==> src/rtl/freq_meter_pkg.sv <==
// Shared types and widths for the frequency meter.
package freq_meter_pkg;

  localparam int FREQ_W = 20;
  localparam int CNT_W  = 26;

  localparam logic [FREQ_W-1:0] FREQ_MAX = '1;
  localparam logic [CNT_W-1:0]  CNT_MAX  = '1;

  typedef enum logic [1:0] {
    IDLE  = 2'd0,
    ARMED = 2'd1,
    GATE  = 2'd2
  } state_t;

  // Increment that sticks at the all-ones value instead of wrapping.
  function automatic logic [CNT_W-1:0] cnt_sat_inc(input logic [CNT_W-1:0] v);
    return (v == CNT_MAX) ? v : v + CNT_W'(1);
  endfunction

endpackage

==> src/rtl/freq_meter_sync_edge.sv <==
// Two-flop synchronizer for an asynchronous input plus a rising-edge
// detector on the synchronized value.
module sync_edge_detect (
  input  logic clk,
  input  logic rst,
  input  logic d,
  output logic rise
);

  logic meta_q;
  logic sync_q;
  logic prev_q;

  // Shift the input through the synchronizer and keep one cycle of history.
  always_ff @(posedge clk) begin
    if (!rst) begin
      meta_q <= 1'b0;
      sync_q <= 1'b0;
      prev_q <= 1'b0;
    end else begin
      // NOTE: non-blocking assignments make each flop take the pre-edge value
      // of its predecessor, so the chain advances exactly one stage per clock.
      meta_q <= d;
      sync_q <= meta_q;
      prev_q <= sync_q;
    end
  end

  assign rise = sync_q & ~prev_q;

endmodule

==> src/rtl/freq_meter.sv <==
// Gated frequency meter: after a start request it waits for the first edge of
// sig_in, then counts rising edges over GATE_CYCLES clocks and publishes the
// count on freq with a one-cycle freq_valid pulse.
// Optional build macro FREQ_METER_PERIOD_EN adds a period output holding the
// clk-cycle distance between the two most recent edges seen during the gate.
module freq_meter
  import freq_meter_pkg::*;
#(
  parameter int CLK_HZ      = 50000000,
  parameter int GATE_CYCLES = CLK_HZ
) (
  input  logic              clk,
  input  logic              rst,
  input  logic              sig_in,
  input  logic              start,
  output logic              busy,
  output logic [FREQ_W-1:0] freq,
  output logic              freq_valid,
  output logic              overflow
`ifdef FREQ_METER_PERIOD_EN
  ,
  output logic [CNT_W-1:0]  period
`endif
);

  // Value of the gate counter in the last cycle of a window.
  localparam logic [CNT_W-1:0] GATE_LAST = CNT_W'(GATE_CYCLES - 1);

  state_t              state;
  state_t              state_nxt;
  logic [CNT_W-1:0]    gate_cnt;
  logic [FREQ_W-1:0]   edge_cnt;
  logic [FREQ_W-1:0]   edge_nxt;
  logic                sat;
  logic                sat_nxt;
  logic                rise;
  logic                gate_last;
  logic                done;
  logic                timeout;

  sync_edge_detect u_sync (
    .clk  (clk),
    .rst  (rst),
    .d    (sig_in),
    .rise (rise)
  );

  assign gate_last = (gate_cnt == GATE_LAST);

  // Edge count including this cycle's edge, pinned at full scale.
  always_comb begin
    edge_nxt = edge_cnt;
    sat_nxt  = sat;
    if (rise) begin
      if (edge_cnt == FREQ_MAX) sat_nxt  = 1'b1;
      else                      edge_nxt = edge_cnt + FREQ_W'(1);
    end
  end

  // State register.
  always_ff @(posedge clk) begin
    if (!rst) state <= IDLE;
    else      state <= state_nxt;
  end

  // Next-state decode and per-state control strobes.
  always_comb begin
    // NOTE: every output gets a default before the case so no path leaves a
    // variable unassigned, which would otherwise infer a latch.
    state_nxt = state;
    busy      = 1'b0;
    done      = 1'b0;
    timeout   = 1'b0;
    case (state)
      IDLE: begin
        if (start) state_nxt = ARMED;
      end
      ARMED: begin
        busy = 1'b1;
        if (rise) begin
          state_nxt = GATE;
        end else if (gate_last) begin
          state_nxt = IDLE;
          timeout   = 1'b1;
        end
      end
      GATE: begin
        busy = 1'b1;
        if (gate_last) begin
          state_nxt = IDLE;
          done      = 1'b1;
        end
      end
      default: state_nxt = IDLE;
    endcase
  end

  // Gate/edge counters and the published result.
  always_ff @(posedge clk) begin
    if (!rst) begin
      gate_cnt   <= '0;
      edge_cnt   <= '0;
      sat        <= 1'b0;
      freq       <= '0;
      overflow   <= 1'b0;
      freq_valid <= 1'b0;
    end else begin
      freq_valid <= done | timeout;
      case (state)
        IDLE: begin
          gate_cnt <= '0;
        end
        ARMED: begin
          // The arming edge (t0) restarts the window and is not counted.
          if (rise) begin
            gate_cnt <= '0;
            edge_cnt <= '0;
            sat      <= 1'b0;
          end else begin
            gate_cnt <= gate_cnt + CNT_W'(1);
          end
        end
        GATE: begin
          gate_cnt <= gate_cnt + CNT_W'(1);
          edge_cnt <= edge_nxt;
          sat      <= sat_nxt;
        end
        default: gate_cnt <= '0;
      endcase
      if (done) begin
        freq     <= edge_nxt;
        overflow <= sat_nxt;
      end else if (timeout) begin
        freq     <= '0;
        overflow <= 1'b0;
      end
    end
  end

`ifdef FREQ_METER_PERIOD_EN
  logic [CNT_W-1:0] since_edge;

  // Cycles since the last detected edge; captured into period on gate edges.
  always_ff @(posedge clk) begin
    if (!rst) begin
      since_edge <= '0;
      period     <= '0;
    end else begin
      if (rise) since_edge <= CNT_W'(1);
      else      since_edge <= cnt_sat_inc(since_edge);
      if (rise && state == GATE) period <= since_edge;
    end
  end
`endif

endmodule

==> config.mk <==
export PLATFORM = sky130hd
export DESIGN_NAME = freq_meter
export DESIGN_NICKNAME = d
export VERILOG_FILES = /design/src/rtl/freq_meter_pkg.sv /design/src/rtl/freq_meter_sync_edge.sv /design/src/rtl/freq_meter.sv
export SDC_FILE = /design/constraint.sdc
export NUM_CORES = 1
export LEC_CHECK = 0
export ABC_AREA = 1
export ABC_CLOCK_PERIOD_IN_PS = 2050
export CORE_MARGIN = 8
export CORE_UTILIZATION = 59
export DETAILED_ROUTE_END_ITERATION = 10
export PLACE_DENSITY = 0.8
export SLEW_MARGIN = 15
export SYNTH_ARGS = -nofsm -noshare
export SYNTH_HDL_FRONTEND = slang
export SYNTH_SLANG_ARGS = --single-unit
==> constraint.sdc <==
create_clock -name clk -period 2.05 [get_ports clk]
set_input_delay 0.41 -clock clk [delete_from_list [all_inputs] [get_ports clk]]
set_output_delay 0.41 -clock clk [all_outputs]
set_load 0.05 [all_outputs]
==> flow_summary.toml <==
[status]
status = "completed"

[drt]
vias_per_cell = 5.41
drtAntennaViolNets = 0
initialDrtViolationCount = 182
wl_um = 9380
drtPass1Iterations = 4
drc = 0
via_count = 3871
wl_per_cell_um = 13.1

[floorplan]
dieHeight_um = 99.0
std_cell_rows = 30
initial_core_util_pct = 60.5
core_um2 = 6720
io_pins = 27
die_area_um2 = 9800
die-width_um = 99.0

[synth]
synth.top_cell.area_share_pct = 36.5
syn_avg_cell_area_um2 = 6.73
seq_area_frac_synth_pct = 36.5
async_reset_ff_share_pct = 0
synth_area_um2 = 4060
synth_ff_type = "dfxtp_1"
ys_types = 37
synth_seq_cells = 74
synth_edf_count = 0
synth_fp_nets = 614
synth_area_leaders = "dfxtp_1 (36%), nand2_1 (18%), inv_1 (6.7%)"
yosysWarnings = 0
yosysTopAreaCell = "dfxtp_1"
postSynthCellCount = 604

[critical_path]
cp_slowest_cell = "clkdlybuf4s50_1"
cp_data_arrival_time_ps = 1540
start_kind = "flip-flop"
cp.required_ps = 1640
critical_path_class = "reg2out"
path_buf_inv = 1
critPathMaxFanout = 2
cp-end-kind = "output pin"
cp_top_family = "buffers and inverters"
cpPeakStageDelay_ps = 840
crit_chain = "clkdlybuf4s50_1"

[finish]
areaGrowthSynthToFinish_pct = 13.0
antenna_cells = 0
nNetsFinal = 640
final_util_pct = 68.3
drive_above_1_share_pct = 11.7
layout_commonest_cell = "nand2_1"
mostFrequentLayoutCells = "nand2_1 (194), dfxtp_1 (74), inv_1 (72)"

[sta]
drv_slew = 0
hold_viol = 0
min_period_over_period_pct = 95.2
worst_slew_pin_slew_ps = 545
max_freq_mhz = 512
slew_headroom_pct = 63.6
fin_setup_tns_ps = 0
rsz0062_at_grt = "true"
finalSetupViolations = 0
period_minus_slack_ps = 1950
fin_skew_ps = 7.05

[power_and_ir_drop]
pwr_density_cell_nw_per_um2 = 599
p_leak_uw = 0.00171
max-vdd-ir-drop_mv = 0.431

[clock_tree]
cts_tree = "built"
clockBufferDepth = 2
cts-buffers-inserted = 9
clk_latency_ps = 350
cts_root_buffer = "clkbuf_8"
cts.repair.resized = 0
cts.sinks = 74
path_clk_slew_ps = 80
htree_levels = 3
cts_setup_buffers = 0

[placed_design]
port_buffers = 26
gp_congestion = 0.887
post-dp-hpwl_um = 6710

[global_route]
grt_use_total_pct = 20.4
antenna_found_initial = 0
gr-total-overflow = 0
grt_pass1_wl_um = 16500
grt_pass1_vias = 3735
grt_start_max_net_pins = 45

[hold_path]
hp-class = "reg2reg"

[run]
maxCapViolations = 0
metal layers:
| layer | vias up | wire length [um] | track usage, % |
|---|---|---|---|
| met4 | 0 | 184 | 9.21 |
| met3 | 12 | 296 | 3.24 |
| li1 | 1989 | - | - |
| met1 | 1810 | 3890 | 22.3 |
| met2 | 60 | 5000 | 37.5 |
| met5 | - | 0 | 0 |
where the power goes:
group | switching (uW) | internal, uW
Combinational | 66.0 | 32.2
Sequential | 4.34 | 1440
Clock | 573 | 633
Total | 643 | 2110
worst min-delay path: stages (launching register included):
cell and delay, ps:
dfxtp_1 320, nand2_1 50, inv_1 40
cell families after synthesis:
| logic type | share of synthesized area [%] |
|---|---|
| DFF | 36.5 |
| xor gates and xnor gates | 0.216 |
| AOI/OAI and AO/OA | 10.8 |
| buffers and inverters | 9.55 |
| adders and majority gates | 1.85 |
| and+or+nand+nor | 41.1 |
synthesized netlist by cell type, types with 2 or more instances:
cell and n:
nand3_2 13, nor2_2 9, buf_2 3, a31oi_1 2
clkbuf_1 11, dfxtp_1 74, nor3_1 13, nand2_1 194
nand4_1 14, buf_6 2, nor2_4 5, a21oi_2 10
nand3b_1 6, nor2_1 43, nand2_2 4, ha_1 6
nor4_1 2, nor3b_1 2, o21ai_0 10, a21oi_1 50
inv_2 4, nand3_1 41, inv_1 72
final timing paths:
| check | end | slack (ps) | from | depth (start not counted) |
|---|---|---|---|---|
| max | freq[4] | 100 | freq[4] | 1 |
| min | u_sync.sync_q | 420 | u_sync.meta_q | 2 |
| max reg2reg | freq[9] | 150 | edge_cnt[0] | 9 |
| min reg2reg | u_sync.sync_q | 420 | u_sync.meta_q | 2 |
state kept, by name, indices dropped and copies added, names as in the netlist:
name and cells:
freq_valid 1, u_sync.prev_q 1, state 2, overflow 1
u_sync.sync_q 1, edge_cnt 20, freq 20, u_sync.meta_q 1
gate_cnt 26, sat 1
final cells by class:
class	instances	area, um2
Clock buffer	11	151
Multi-Input combinational cell	436	2190
Inverter	77	289
Fill cell	583	2130
Sequential cell	74	1480
Clock inverter	5	61.3
Tap cell	80	100
Timing Repair Buffer	32	315
metrics by stage:
| step | setup slack [ps] | std cells | power (uW) | area, um2 | hold WS [ps] |
|---|---|---|---|---|---|
| after global placement | 214 | 699 | 1580 | 4380 | 402 |
| after floorplan | 372 | 604 | 1540 | 4060 | 390 |
| final | 98.8 | 715 | 2750 | 4590 | 422 |
| after detailed placement | 174 | 699 | 1580 | 4380 | 406 |
| after global routing | -13.6 | 715 | 2830 | 4590 | 445 |
| after CTS | 87.0 | 715 | 2770 | 4590 | 428 |
repair_timing:
item                                    4_1_cts  5_1_grt
hold endpoints to repair                      0        0
endpoints found under the setup margin        0        1
hold buffers                                  0        0
(Power assumes the default switching activity.)
